[config.mk]
export PLATFORM = sky130hd
export DESIGN_NAME = lsu_mem_arbiter
export DESIGN_NICKNAME = d
export VERILOG_FILES = /design/src/rtl/lsu_mem_arbiter.sv
export SDC_FILE = /design/constraint.sdc
export NUM_CORES = 1
export LEC_CHECK = 0
export CORE_AREA = 8 8 222 224
export CTS_BUF_LIST = sky130_fd_sc_hd__clkbuf_2
export CTS_CLUSTER_SIZE = 24
export DETAILED_ROUTE_END_ITERATION = 10
export DIE_AREA = 0 0 230 232
export GPL_ROUTABILITY_DRIVEN = 0
export GPL_TIMING_DRIVEN = 0
export PLACE_DENSITY = 0.64
export SETUP_SLACK_MARGIN = 0.2
export SYNTH_ARGS = -nofsm -noshare
export SYNTH_HDL_FRONTEND = slang
export SYNTH_SLANG_ARGS = --single-unit
[constraint.sdc]
create_clock -name clk_i -period 1.9 [get_ports clk_i]
set_clock_uncertainty 0.15 [all_clocks]
set_input_delay 0.57 -clock clk_i [delete_from_list [all_inputs] [get_ports clk_i]]
set_output_delay 0.57 -clock clk_i [all_outputs]
set_load 0.01 [all_outputs]
[src/rtl/lsu_mem_arbiter.sv]
`default_nettype none
// +----------------------------------------------------------------------------+
// | lsu_mem_arbiter: round-robin share of one data-memory port among NUM_REQ   |
// | load/store requesters, one operation at a time, with read timeout.         |
// | Revision: 1.0                                                              |
// +----------------------------------------------------------------------------+
module lsu_mem_arbiter #(
  parameter int NUM_REQ = 2,
  parameter int TIMEOUT = 64
) (
  input  logic                  clk_i,
  input  logic                  rst_ni,
  input  logic [NUM_REQ-1:0]    rq_valid_i,
  input  logic [NUM_REQ-1:0]    rq_we_i,
  input  logic [NUM_REQ*64-1:0] rq_addr_i,
  input  logic [NUM_REQ*64-1:0] rq_wdata_i,
  output logic [NUM_REQ-1:0]    rq_ready_o,
  output logic [NUM_REQ-1:0]    rsp_valid_o,
  output logic [63:0]           rsp_rdata_o,
  output logic                  rsp_err_o,
  output logic                  busy_o,
  output logic                  mem_ren_o,
  output logic [63:0]           mem_raddr_o,
  input  logic                  mem_rvalid_i,
  input  logic [63:0]           mem_rdata_i,
  output logic                  mem_wen_o,
  output logic [63:0]           mem_waddr_o,
  output logic [63:0]           mem_wdata_o
);

  localparam int IDW = (NUM_REQ > 1) ? $clog2(NUM_REQ) : 1;
  localparam int CW  = $clog2(TIMEOUT);
  localparam logic [CW-1:0]  CNT_LAST = CW'(TIMEOUT - 1);
  localparam logic [IDW-1:0] ID_LAST  = IDW'(NUM_REQ - 1);

  typedef enum logic [1:0] {
    IDLE    = 2'd0,
    RD_WAIT = 2'd1,
    WR      = 2'd2
  } state_e;

  state_e               state_q;
  logic [IDW-1:0]       rr_last_q;
  logic [IDW-1:0]       id_q;
  logic [CW-1:0]        cnt_q;
  logic                 mem_ren_q;
  logic                 mem_wen_q;
  logic [63:0]          raddr_q;
  logic [63:0]          waddr_q;
  logic [63:0]          wdata_q;
  logic [NUM_REQ-1:0]   rsp_valid_q;
  logic [63:0]          rsp_rdata_q;
  logic                 rsp_err_q;

  logic                 win_valid;
  logic [IDW-1:0]       win_id;
  logic                 sel_we;
  logic [63:0]          sel_addr;
  logic [63:0]          sel_wdata;

  function automatic logic [IDW-1:0] slot(input logic [IDW-1:0] last, input int k);
    int s;
    s = (int'(last) + k) % NUM_REQ;
    return IDW'(s);
  endfunction

  // Search starts one past the last winner so every requester gets a turn.
  always_comb begin
    win_valid  = 1'b0;
    win_id     = '0;
    rq_ready_o = '0;
    for (int k = 1; k <= NUM_REQ; k++) begin
      if (!win_valid && rq_valid_i[slot(rr_last_q, k)]) begin
        win_valid = 1'b1;
        win_id    = slot(rr_last_q, k);
      end
    end
    if (state_q == IDLE && win_valid) rq_ready_o[win_id] = 1'b1;
    sel_we    = rq_we_i[win_id];
    sel_addr  = rq_addr_i[64*int'(win_id) +: 64];
    sel_wdata = rq_wdata_i[64*int'(win_id) +: 64];
  end

  always_ff @(posedge clk_i or negedge rst_ni) begin
    if (!rst_ni) begin
      state_q     <= IDLE;
      rr_last_q   <= ID_LAST;
      id_q        <= '0;
      cnt_q       <= '0;
      mem_ren_q   <= 1'b0;
      mem_wen_q   <= 1'b0;
      raddr_q     <= '0;
      waddr_q     <= '0;
      wdata_q     <= '0;
      rsp_valid_q <= '0;
      rsp_rdata_q <= '0;
      rsp_err_q   <= 1'b0;
    end else begin
      rsp_valid_q <= '0;
      unique case (state_q)
        IDLE: begin
          if (win_valid) begin
            id_q      <= win_id;
            rr_last_q <= win_id;
            cnt_q     <= '0;
            if (sel_we) begin
              waddr_q   <= sel_addr;
              wdata_q   <= sel_wdata;
              mem_wen_q <= 1'b1;
              state_q   <= WR;
            end else begin
              raddr_q   <= sel_addr;
              mem_ren_q <= 1'b1;
              state_q   <= RD_WAIT;
            end
          end
        end
        RD_WAIT: begin
          // Data arriving on the last allowed cycle still beats the timeout.
          if (mem_rvalid_i) begin
            rsp_valid_q[id_q] <= 1'b1;
            rsp_rdata_q       <= mem_rdata_i;
            rsp_err_q         <= 1'b0;
            mem_ren_q         <= 1'b0;
            state_q           <= IDLE;
          end else if (cnt_q == CNT_LAST) begin
            rsp_valid_q[id_q] <= 1'b1;
            rsp_rdata_q       <= '0;
            rsp_err_q         <= 1'b1;
            mem_ren_q         <= 1'b0;
            state_q           <= IDLE;
          end else begin
            cnt_q <= cnt_q + CW'(1);
          end
        end
        WR: begin
          mem_wen_q         <= 1'b0;
          rsp_valid_q[id_q] <= 1'b1;
          rsp_rdata_q       <= '0;
          rsp_err_q         <= 1'b0;
          state_q           <= IDLE;
        end
        default: state_q <= IDLE;
      endcase
    end
  end

  assign busy_o      = (state_q != IDLE);
  assign mem_ren_o   = mem_ren_q;
  assign mem_raddr_o = raddr_q;
  assign mem_wen_o   = mem_wen_q;
  assign mem_waddr_o = waddr_q;
  assign mem_wdata_o = wdata_q;
  assign rsp_valid_o = rsp_valid_q;
  assign rsp_rdata_o = rsp_rdata_q;
  assign rsp_err_o   = rsp_err_q;

endmodule
`default_nettype wire

# Yosys cells after proc, flatten, opt, wreduce, memory -nomap -nowiden
# Index checks and enable logic that the tools add are counted.
[classes]
addsub = 3
magnitude_cmp = 6
n_eq_ne = 9
shift = 2
mux = 41
bitwise_logic = 1
reduce_logical = 18
[op_table]
columns = ["op", "count"]
rows = [
  ["$shiftx A128 B8 Y64", 2],
  ["$mux W64", 2],
  ["$pmux W64 S2", 1],
  ["$mux W1", 20],
  ["$mux W6", 3],
  ["$mux W2", 7],
  ["$pmux W6 S2", 1],
  ["$ne A2 B2 Y1 const B", 5],
  ["$reduce_and A3 Y1", 3],
  ["$lt A1 B2 Y1 const B", 4],
  ["$pmux W2 S2", 2],
  ["$reduce_and A4 Y1", 2],
  ["$reduce_bool A2 Y1", 4],
  ["$add A6 B1 Y6 const B", 1],
  ["$eq A6 B6 Y1 const B", 1],
  ["$pmux W1 S2", 3],
  ["$reduce_and A2 Y1", 3],
  ["$logic_and A1 B1 Y1", 4],
  ["$ne A3 B3 Y1 const B", 1],
  ["$add A1 B1 Y1 const B", 2],
  ["$demux W1 S1", 2],
  ["$eq A2 B1 Y1 const B", 1],
  ["$eq A2 B2 Y1 const B", 1],
  ["$ge A1 B1 Y1 const B", 2],
  ["3 further kinds", 3],
]
[word_totals]
reg_bits = 271
wordCells = 92

# Logic depth before layout (Yosys ltp)
# Gate-level depths: netlist of the first run.
[logic_depth]
ltp_word = 12
ltp_mapped = 8
mapped_depth_nobuf = 6

# Worst setup path before layout of the first run
# Ideal clock, no wire load.
[synth_path]
path_type = "input to register"
start = "input rq_valid_i[1]"
end = "register waddr_q[44], in the netlist mem_waddr_o[44]"
setup_ns = 0.125
arrival_time_ns = 1.823
slack_ns = -0.198
stages = 6
path_cell_list = "nor2b_1 a2bb2oi_1 nand2b_1 buf_4 buf_4 mux2_2"
[synth_between]
elab_chain_len = 9
elab_cells_between_ends = 14
cone_classes = "shift (1); mux (10); reduce/logical (3)"
[synth_rtl]
columns = ["element", "line", "text"]
rows = [
  ["from (decl)", "13", "input logic [NUM_REQ-1:0] rq_valid_i,"],
  ["parallel branches: the longest is 9 deep, another holds $shiftx A128 B8 Y64", "--", ""],
  ["to (signal assigned)", "107", "waddr_q <= sel_addr;"],
  ["to (decl)", "49", "logic [63:0] waddr_q;"],
]
# Several ways; the timed one is not identified. The select of a mux whose other input is x is not followed.
# A chain may end at the register's enable or synchronous reset.

# Worst setup path in the final report of the first run
[layout_path]
start = "register state_q[1]"
end = "output busy_o"
[layout_between]
elab_chain_len = 1
[layout_rtl]
columns = ["element", "line", "text"]
rows = [
  ["from (decl)", "42", "state_e state_q;"],
  ["from (signal assigned)", "86", "state_q <= IDLE;"],
  ["from (signal assigned)", "110", "state_q <= WR;"],
  ["from (signal assigned)", "114", "state_q <= RD_WAIT;"],
  ["$reduce_bool A2 Y1", "148", "assign busy_o = (state_q != IDLE);"],
  ["to (decl)", "21", "output logic busy_o,"],
]
# Every way passes these cells.

==> results.tsv, run 1 <==
stage	metric	value	unit
run_status	status	finished with violations	
run_status	violations_in_the_final_reports	negative setup slack	
logic_synthesis	synth-seq-cells	271	
timing	timing.final.crit_share	150.3	%
timing	slew_worst_pin	0.6791	ns
critical_path	crit-reg2reg-capture	mem_raddr_o[43]	
place	portBuffers	590	
logic_synthesis	syn_area	12510	um2
critical_path	cp_slowest_stage_delay	0.40	ns
logic_synthesis	synth_enable_flop_cells	0	
drt	drt_drc_violations_left	0	
drt	post_drt_wl_per_cell	21.29	um
critical_path	setup.worst_path.class	reg2out	
layout	fin_util	53.16	%
logic_synthesis	synth_top_cells_by_area	dfrtp_1 (54%), mux2_2 (8.2%), o21ai_0 (7.9%)	
layout	nNetsFinal	2361	
cts	cts.root.buffer_cell	clkbuf_2	
critical_path	worstPathCellList	inv_2 -> ha_4 -> buf_8 -> inv_6 -> clkbuf_16 -> clkbuf_16 -> buf_6	
drt	route.final.wire_length	57.30	mm
timing	rsz_0062_raised_after_global_routing	yes	
logic_synthesis	netlist.top_cell.by_area	dfrtp_1	
die	core.rowCount	79	
cts	cts_bufs_inserted	77	
pwr	post-layout-total-power	36030	uW
logic_synthesis	yosys_most_used_dff	dfrtp_1	
critical_path	timing.critical_path.from	state_q[1]	
grt	grt_pass1_wl	82.12	mm
cts	tritoncts	yes	
cts	max-clock-path-buffers	3	
cts	cts.clk_slew.worst_paths	0.10	ns
cts	clk-insertion-delay-late	0.96	ns
grt	grt_start_max_net_pins	117	
grt	antenna_found_initial	4	
timing	min_period	2.855	ns
pwr	leakagePower	0.01150	uW
logic_synthesis	synth.yosys.warnings	0	
worst_hold_path	timing.hold.worst.class	in2reg	
grt	grt.total_usage	19.98	%
critical_path	worstPathBufferInverterCount	6	
timing	slew_headroom	54.73	%
critical_path	critPathCaptureType	output port	
critical_path	arr_time_crit_path	2.14	ns
critical_path	crit_path_end	busy_o	
die	die_height	232	um
pwr	power.density_cell_area	1478	nW/um2
cts	cts_num_sinks	271	
critical_path	start_kind	flop	
critical_path	crit_required	1.18	ns
logic_synthesis	syn_nets	1337	
timing	finalHoldWorstSlack	0.1789	ns
critical_path	cp_common_cell	clkbuf_16	
critical_path	worst_path_max_delay_cell	dfrtp_1	
logic_synthesis	ffs_w_async_s_r_synth	100.0	%
drt	postRouteAntennaNets	0	
drt	vias_per_cell	4.637	
die	dieArea	53360	um2
critical_path	r2r_start	state_q[1]	
critical_path	timing.reg2reg.setup_slack	-0.38	ns
timing	max_freq	0.3502	GHz
flow_run	max_cap_violations	0	
critical_path	worstRegToRegCells	9	
layout	drive_above_1_share	42.51	%
timing	fin_ws	-0.9551	ns
drt	drt_first_iter_violations	537	
critical_path	critical_path.max_fanout	2	
critical_path	number_of_logic_stages_on_the_critical_path_including_buffering	7	
pwr	largest_vdd_supply_drop	0.0008793	V
layout	fin_area	24380	um2
timing	setup_viol	489	
critical_path	crit_family	buffers and inverters	
logic_synthesis	ys_seq_area_share	54.23	%
layout	layout-area-overhead-vs-synth	94.91	%
drt	detailroute.via_count	12480	
timing	setup_tns	-128.95	ns
place	post_dp_cell_area	19690	um2
logic_synthesis	yosysTopAreaCellShare	54.02	%
place	hpwlAfterDp	39.67	mm
grt	first_global_vias	13320	
logic_synthesis	synthesis.instances	1006	
layout	leading_cell_types_in_the_layout_fill_and_taps_excluded	clkdlybuf4s50_1 (325), dfrtp_1 (266), buf_6 (252), dlygate4sd3_1 (177), buf_4 (161)	
timing	slew_viol_final	0	
logic_synthesis	avgSynthCellArea	12.43	um2
cts	htree_levels	3	
die	coreArea	45860	um2
die	die_width	230	um
logic_synthesis	yosys.cell_types.count	42	
grt	gr-total-overflow	0	
die	initial_core_util	27.27	%
drt	detail_route.first_pass.iterations	5	
timing	final_count_of_hold_timing_violations	0	
die	ioPinCount	591	
layout	leading_cell_type_in_the_layout_fill_and_taps_excluded	clkdlybuf4s50_1	
[how the worst min path moves through the flow]
stage | from | endpoint | slack [ns] | depth (start not counted)
6_report | rq_wdata_i[2] | mem_wdata_o[2] | 0.18 | 3
5_1_grt | rq_addr_i[84] | mem_raddr_o[20] | 0.009 | 3
4_1_cts | rq_addr_i[84] | mem_raddr_o[20] | 0.003 | 3
3_5_place_dp | id_q | rsp_valid_o[0] | 0.32 | 1
3_3_place_gp | id_q | rsp_valid_o[0] | 0.32 | 1
2_1_floorplan | rst_ni | cnt_q[0] | 0.12 | 0
[per-layer routing]
metal	GRT usage, %	vias to the layer above	routed length, um
met5	0	-	13
met4	7.365	2	1802
met3	7.855	113	4689
met2	34.46	488	28810
met1	22.11	6128	21980
li1	-	5752	-
[kinds of logic (layout without fill, tap and decap cells)]
family	count (synthesis)	count (layout)	share of synthesized area, %
compound gates	221	221	9.333
fa+ha+maj	4	4	0.4001
buf+inv	90	1161	3.691
flops	271	271	54.23
mux	260	260	24.53
other cells	0	8	0
simple gates	160	160	7.822
[Yosys cell counts (5+ instances only)]
library cell,instances
dfrtp_1,270
o21ai_0,198
mux2_2,91
nand2_1,72
mux2i_1,68
nand4b_1,64
mux2_4,60
clkbuf_1,57
mux2_1,41
buf_4,17
buf_6,7
buf_2,6
nand2b_1,5
[flip-flops by register name, summed over array words and instances, names as in the netlist]
name and flops:
cnt_q 6, id_q 1, mem_raddr_o 64, mem_ren_o 1, mem_waddr_o 64, mem_wdata_o 64, mem_wen_o 1, rr_last_q 1
rsp_err_o 1, rsp_rdata_o 64, rsp_valid_o 2, state_q 2
[report_power, final]
group	switching [uW]	internal [uW]	leakage (uW)
sequential	2000	8480	0.00335
combinational	8790	12500	0.00764
clock	2530	1680	0.000512
total	13300	22700	0.0115
[timing repair]
action / CTS / global route
hold endpoints to repair: 393 / 0
pin swaps: 3 / 26
buffers inserted: 89 / 77
gates resized for setup: 1395 / 279
cloned: 0 / 10
hold buffers: 177 / 0
setup endpoints to repair: 534 / 624
[metrics by stage]
step | setup WS, ns | instances
floorplan | -0.1649 | 1006
global placement | -11.82 | 2203
detailed placement | -1.675 | 2205
CTS | -1.180 | 2597
global route | -1.225 | 2690
finish | -0.9551 | 2692
[area by class of cell]
type	count	area, um2
Antenna cell	8	20.02
Buffer	87	1013
Clock buffer	112	560.5
Clock inverter	14	81.33
Fill cell	3890	21480
Inverter	3	16.27
Multi-Input combinational cell	645	5748
Sequential cell	271	6788
Tap cell	607	759.5
Timing Repair Buffer	945	9393
[tightest hold or removal path, stage by stage]
cell and delay, ns:
clkdlybuf4s50_1 0.45, mux2i_1 0.15, o21ai_1 0.07
Note: power is estimated with default switching activity, not from simulation.
==> run 2: changes to the inputs <==
Settings changed: ABC_CLOCK_PERIOD_IN_PS from default to 1900, CAP_MARGIN from default to 40, CORE_AREA 8 8 222 224 to 4 4 225 227, DIE_AREA 0 0 230 232 to 0 0 229 231, PLACE_DENSITY 0.64 to 0.61.
==> run 2 against run 1 <==
The flow still finishes with violations (negative setup slack); sequential share of layout area down 1.8 points; sequential cell count unchanged; final cell count up 4.4%; setup slack worse by 0.17 ns; cell area up 6.7%; power up 5.6%; fmax down 5.7%; critical path depth up 9; combinational power up 9%; critical path type is now reg2reg; largest cell class unchanged; highest routed layer is now met4.
==> results.tsv, run 2 (same netlist as run 1, synthesis figures left out) <==
stage	metric	value	unit	change
drt	drt_first_iter_violations	580		+8.0%
critical_path	crit_family	buffers and inverters		
place	post-place-ws	-1.679	ns	-0.003690 ns
cts	htree_levels	3		unchanged
worst_hold_path	timing.hold.worst.class	in2reg		
run_status	status	finished with violations		
timing	max_freq	0.3304	GHz	-5.7%
cts	max-clock-path-buffers	3		unchanged
timing	slew_headroom	50.09	%	-4.6 points
die	coreArea	48650	um2	+6.1%
pwr	leakagePower	0.01242	uW	+8.0%
layout	fin_util	53.45	%	+0.30 points
grt	gr-total-overflow	0		unchanged
layout	fin_area	26000	um2	+6.7%
timing	finalHoldWorstSlack	0.1762	ns	-0.002735 ns
place	hpwlAfterDp	37.71	mm	-4.9%
critical_path	timing.reg2reg.setup_slack	-1.13	ns	-0.75 ns
layout	layout-area-overhead-vs-synth	107.9	%	
cts	cts_bufs_inserted	77		unchanged
timing	timing.final.crit_share	159.3	%	+9.0 points
critical_path	critPathCaptureType	flop		
layout	fillCellCount	4092		+5.2%
critical_path	cp_slowest_stage_delay	0.57	ns	+0.17 ns
timing	slew_viol_final	0		unchanged
run_status	violations_in_the_final_reports	negative setup slack		
drt	detailroute.via_count	13230		+6.0%
critical_path	critical_path.max_fanout	7		+5
critical_path	worstPathCellList	a21boi_4 -> buf_6 -> buf_6 -> buf_6 -> buf_6 -> buf_6 -> buf_6 -> buf_6 -> buf_6 -> buf_12 -> a2bb2oi_4 -> nand2b_4 -> buf_12 -> buf_12 -> clkbuf_16 -> mux2_4		
worst_hold_path	worst_hold_startpoint	rq_addr_i[104]		
critical_path	crit-reg2reg-capture	mem_waddr_o[17]		
critical_path	worstPathBufferInverterCount	12		+6
critical_path	worstRegToRegCells	16		+7
critical_path	cp_common_cell	buf_6		
drt	postRouteAntennaNets	0		unchanged
cts	cts_num_sinks	271		unchanged
timing	rsz_0062_raised_after_global_routing	yes		
timing	min_period	3.027	ns	+0.1719 ns
drt	vias_per_cell	4.705		+1.5%
die	initial_core_util	25.71	%	-1.6 points
cts	cts.root.buffer_cell	clkbuf_2		
timing	setup_viol	517		+5.7%
die	die_width	229	um	-0.43%
timing	fin_ws	-1.127	ns	-0.1719 ns
critical_path	start_kind	flop		
layout	leading_cell_types_in_the_layout_fill_and_taps_excluded	clkdlybuf4s50_1 (325), dfrtp_1 (270), buf_6 (242), dlygate4sd3_1 (211), buf_4 (170)		
die	die_height	231	um	-0.43%
drt	route.final.wire_length	59.91	mm	+4.6%
pwr	largest_vdd_supply_drop	0.0006734	V	-23%
critical_path	arr_time_crit_path	3.75	ns	+1.61 ns
critical_path	crit_required	2.62	ns	+1.44 ns
place	portBuffers	590		unchanged
grt	antenna_found_initial	5		+1
drt	post_drt_wl_per_cell	21.31	um	+0.13%
critical_path	setup.worst_path.class	reg2reg		
cts	clk-insertion-delay-late	1.01	ns	+0.05 ns
die	core.rowCount	81		+2.5%
drt	drt_drc_violations_left	0		unchanged
worst_hold_path	worst_hold_path_ep	mem_raddr_o[40]		
layout	leading_cell_type_in_the_layout_fill_and_taps_excluded	clkdlybuf4s50_1		
timing	setup_tns	-290.76	ns	-161.81 ns
timing	final_count_of_hold_timing_violations	0		unchanged
drt	detail_route.first_pass.iterations	5		unchanged
critical_path	r2r_start	rr_last_q		
layout	drive_above_1_share	46.67	%	+4.2 points
worst_hold_path	min_path_cells	3		unchanged
timing	slew_worst_pin	0.7487	ns	+0.06956 ns
cts	tritoncts	yes		
cts	cts.clk_slew.worst_paths	0.10	ns	about the same
die	ioPinCount	591		unchanged
flow_run	max_cap_violations	0		unchanged
grt	grt.total_usage	20.02	%	+0.041 points
layout	nNetsFinal	2461		+4.2%
grt	grt_start_max_net_pins	117		unchanged
pwr	power.density_cell_area	1463	nW/um2	-1.0%
place	post_dp_cell_area	19710	um2	about the same
critical_path	worst_path_max_delay_cell	dfstp_2		
grt	grt_pass1_wl	82.08	mm	about the same
grt	first_global_vias	13670		+2.6%
die	dieArea	52900	um2	-0.86%
## run 2: layer usage
metal / GRT usage [%] / part of all wire, % / up-vias
li1: - / - / 5958
met1: 22.98 / 39 / 6563
met2: 34.33 / 50 / 555
met3: 6.676 / 6.7 / 150
met4: 8.292 / 3.7 / 0
met5: 0 / 0 / -
## run 2: layout make-up
class                   instances  area [um2]  area share, %
diodes                         10       25.02        0.09623
plain buffers                  87        1131          4.350
clock buffers                 105       525.5          2.021
clock inverters                23       142.6         0.5485
inverters                       3       13.76        0.05293
multi-input cells             646        6155          23.67
flip-flops and latches        271        6783          26.08
well taps                     622       778.2          2.993
repair buffers               1044       10450          40.19
## run 2: worst min-delay path: cells and delay by family
kind / cells / cell delay, ns
muxes: 2 / 0.31
buffers and inverters: 1 / 0.45
## run 2: worst max path at each step
stage	from	endpoint	depth (start not counted)
floorplan	rq_valid_i[1]	mem_raddr_o[10]	6
global placement	rst_ni	mem_waddr_o[21]	1
detailed placement	rq_valid_i[1]	rq_ready_o[1]	6
CTS	rr_last_q	rq_ready_o[1]	5
global route	state_q[1]	busy_o	7
finish	rr_last_q	mem_waddr_o[17]	16
## run 2: timing repair
action                                  in CTS  in global routing
pin swaps                                    3                 76
gates cloned                                 2                 27
endpoints found under the setup margin     534                645
hold buffers                               211                  0
endpoints found under the hold margin      423                  0
setup buffers                               96                117
resized for setup                         1385                435
## run 2: through the flow
| stage | std cells | total power (uW) |
|---|---|---|
| after global routing | 2810 | 40030 |
| after detailed placement | 2220 | 26640 |
| after CTS | 2657 | 33460 |
| after floorplan | 1006 | 17760 |
| final | 2811 | 38040 |
| after global placement | 2218 | 26440 |
## run 2: power breakdown
group / internal [uW] / switching [uW]
Sequential: 8470 / 1950
Combinational: 13700 / 9560
Clock: 1760 / 2610
Total: 23900 / 14100
==> run 3: changes to the inputs <==
Settings changed: ABC_CLOCK_PERIOD_IN_PS 1900 to 3400, CORE_AREA 4 4 225 227 to 4 4 228 230, DIE_AREA 0 0 229 231 to 0 0 232 234, PLACE_DENSITY 0.61 to 0.57.
Clock period 1.9 ns to 3.4 ns, I/O delays scaled along.
==> run 3 against run 2 <==
The run now ends clean; worst hold slack improved by 0.15 ns; largest power group unchanged; clock power shrank 42%; sequential share of layout area is 7.9 points higher; highest routed layer is now met5; critical path type is now reg2out; sequential power is 48% lower; routed wire length shrank 17%; final cell count shrank 14%.
==> results.tsv, run 3 (same netlist as run 1, synthesis figures left out) <==
stage	metric	value	unit	change
run_status	status	complete, no violations		
timing	fin_ws	0.04421	ns	+1.171 ns
layout	fillCellCount	4998		+22%
layout	drive_above_1_share	19.28	%	-27 points
critical_path	start_kind	flop		
critical_path	crit_required	2.23	ns	-0.39 ns
drt	detailroute.via_count	10960		-17%
timing	slew_worst_pin	0.6712	ns	-0.07748 ns
place	post-place-ws	-1.451	ns	+0.2281 ns
drt	post_drt_wl_per_cell	20.61	um	-3.3%
cts	tritoncts	yes		
timing	setup_viol	0		-100%
critical_path	cp_common_cell	buf_6		
pwr	post-layout-total-power	16050	uW	-58%
grt	grt_start_max_net_pins	118		+0.85%
drt	postRouteAntennaNets	0		unchanged
grt	grt.total_usage	17.44	%	-2.6 points
cts	cts_num_sinks	271		unchanged
drt	drt_first_iter_violations	449		-23%
worst_hold_path	timing.hold.worst.class	reg2reg		
layout	multi_input_logic_area	5299	um2	-14%
cts	cts.root.buffer_cell	clkbuf_2		
drt	drt_drc_violations_left	0		unchanged
die	initial_core_util	25.09	%	-0.63 points
cts	cts_bufs_inserted	79		+2.6%
timing	min_period	3.356	ns	
timing	slew_viol_final	0		unchanged
die	coreArea	49860	um2	+2.5%
grt	antenna_found_initial	4		-1
layout	leading_cell_type_in_the_layout_fill_and_taps_excluded	clkdlybuf4s50_1		
critical_path	worstPathCellList	inv_2 -> ha_4 -> buf_6 -> inv_4 -> buf_8 -> clkbuf_16 -> buf_6		
die	dieArea	54290	um2	+2.6%
critical_path	critPathCaptureType	output port		
critical_path	arr_time_crit_path	2.19	ns	-1.56 ns
grt	first_global_vias	11660		-15%
cts	cts.clk_slew.worst_paths	0.11	ns	about the same
layout	leading_cell_types_in_the_layout_fill_and_taps_excluded	clkdlybuf4s50_1 (334), dfrtp_1 (270), dlygate4sd2_1 (251), o21ai_0 (198), clkbuf_2 (112)		
place	portBuffers	590		unchanged
place	hpwlAfterDp	37.57	mm	-0.37%
critical_path	setup.worst_path.class	reg2out		
cts	clk-insertion-delay-late	1.00	ns	about the same
critical_path	critical_path.max_fanout	2		-5
die	die_height	234	um	+1.3%
timing	finalHoldWorstSlack	0.3263	ns	+0.1501 ns
die	ioPinCount	591		unchanged
critical_path	cp_slowest_stage_delay	0.42	ns	-0.15 ns
timing	final_count_of_hold_timing_violations	0		unchanged
timing	timing.final.crit_share	98.70	%	
layout	layout.area.seq	6783	um2	unchanged
cts	max-clock-path-buffers	3		unchanged
critical_path	worst_path_max_delay_cell	dfrtp_1		
drt	detail_route.first_pass.iterations	6		+1
pwr	leakagePower	0.009429	uW	-24%
flow_run	max_cap_violations	0		unchanged
place	post_dp_cell_area	19310	um2	-2.0%
pwr	power.density_cell_area	803.3	nW/um2	-45%
pwr	largest_vdd_supply_drop	0.0003310	V	-51%
drt	route.final.wire_length	50.02	mm	-17%
layout	layout-area-overhead-vs-synth	59.79	%	
die	die_width	232	um	+1.3%
grt	grt_pass1_wl	72.06	mm	-12%
drt	vias_per_cell	4.517		-4.0%
timing	rsz_0062_raised_after_global_routing	yes		
timing	slew_headroom	54.78	%	+4.7 points
die	core.rowCount	82		+1.2%
timing	max_freq	0.2980	GHz	
layout	fin_area	19990	um2	-23%
layout	nNetsFinal	2028		-18%
cts	htree_levels	3		unchanged
grt	gr-total-overflow	0		unchanged
run 3: changes by cell type in the layout (fill, tap and decap cells not counted), moves of 54 or more:
cell | previous run | this run
buf_2 | 71 | 5
buf_4 | 170 | 30
buf_6 | 242 | 13
dlygate4sd2_1 | 0 | 251
dlygate4sd3_1 | 211 | 1
mux2_4 | 147 | 60
o21ai_0 | 43 | 198
o21ai_1 | 54 | 0
o21ai_2 | 100 | 0
run 3: critical path, delay by kind of cell (launching register included):
| family | cells | cell delay, ns |
|---|---|---|
| buf+inv | 6 | 0.62 |
| fa+ha+maj | 1 | 0.14 |
| flops | 1 | 0.42 |
run 3: per-layer routing:
metal / global-route usage, % / routed length, um
met4: 5.978 / 966
met1: 20.40 / 19920
met5: 0 / 22
met3: 6.244 / 4270
met2: 29.83 / 24840
run 3: power by group:
part           switching (uW)  total [uW]  internal [uW]
Sequential                730        5450           4720
Clock                    1480        2530           1040
Combinational            4130        8070           3940
Total                    6350       16100           9710
run 3: worst paths after layout:
kind | endpoint | slack, ns | from | depth (start not counted)
setup / recovery | busy_o | 0.04 | state_q[0] | 7
min in group asynchronous | rsp_rdata_o[54] | 0.39 | rst_ni | 2
hold / removal | rsp_valid_o[0] | 0.33 | id_q | 1
max in group asynchronous | mem_waddr_o[4] | 1.67 | rst_ni | 3
hold reg to reg | rsp_valid_o[0] | 0.33 | id_q | 1
setup reg to reg | mem_waddr_o[59] | 0.48 | rr_last_q | 7
run 3: per-stage QoR:
stage               util [%]  instances   TNS, ns
floorplan                  -       1006         0
global placement       38.62       2268  -3034.59
detailed placement     38.74       2270    -70.96
CTS                    40.01       2423   -0.4579
global route           40.08       2427   -0.3574
finish                 40.08       2427         0
run 3: area by class of cell:
class / instances / area share, %
Buffer: 87 / 2.573
Sequential cell: 271 / 33.94
Timing Repair Buffer: 610 / 29.03
Clock buffer: 112 / 2.805
Multi-Input combinational cell: 645 / 26.51
Antenna cell: 2 / 0.02504
Inverter: 3 / 0.06886
Tap cell: 672 / 4.207
Clock inverter: 25 / 0.8389
run 3: repair_timing:
item	CTS	global route
gates resized for setup	292	6
buffers inserted	15	2
hold endpoints to repair	48	0
pin swaps	4	3
setup endpoints to repair	253	3
hold buffers	1	0
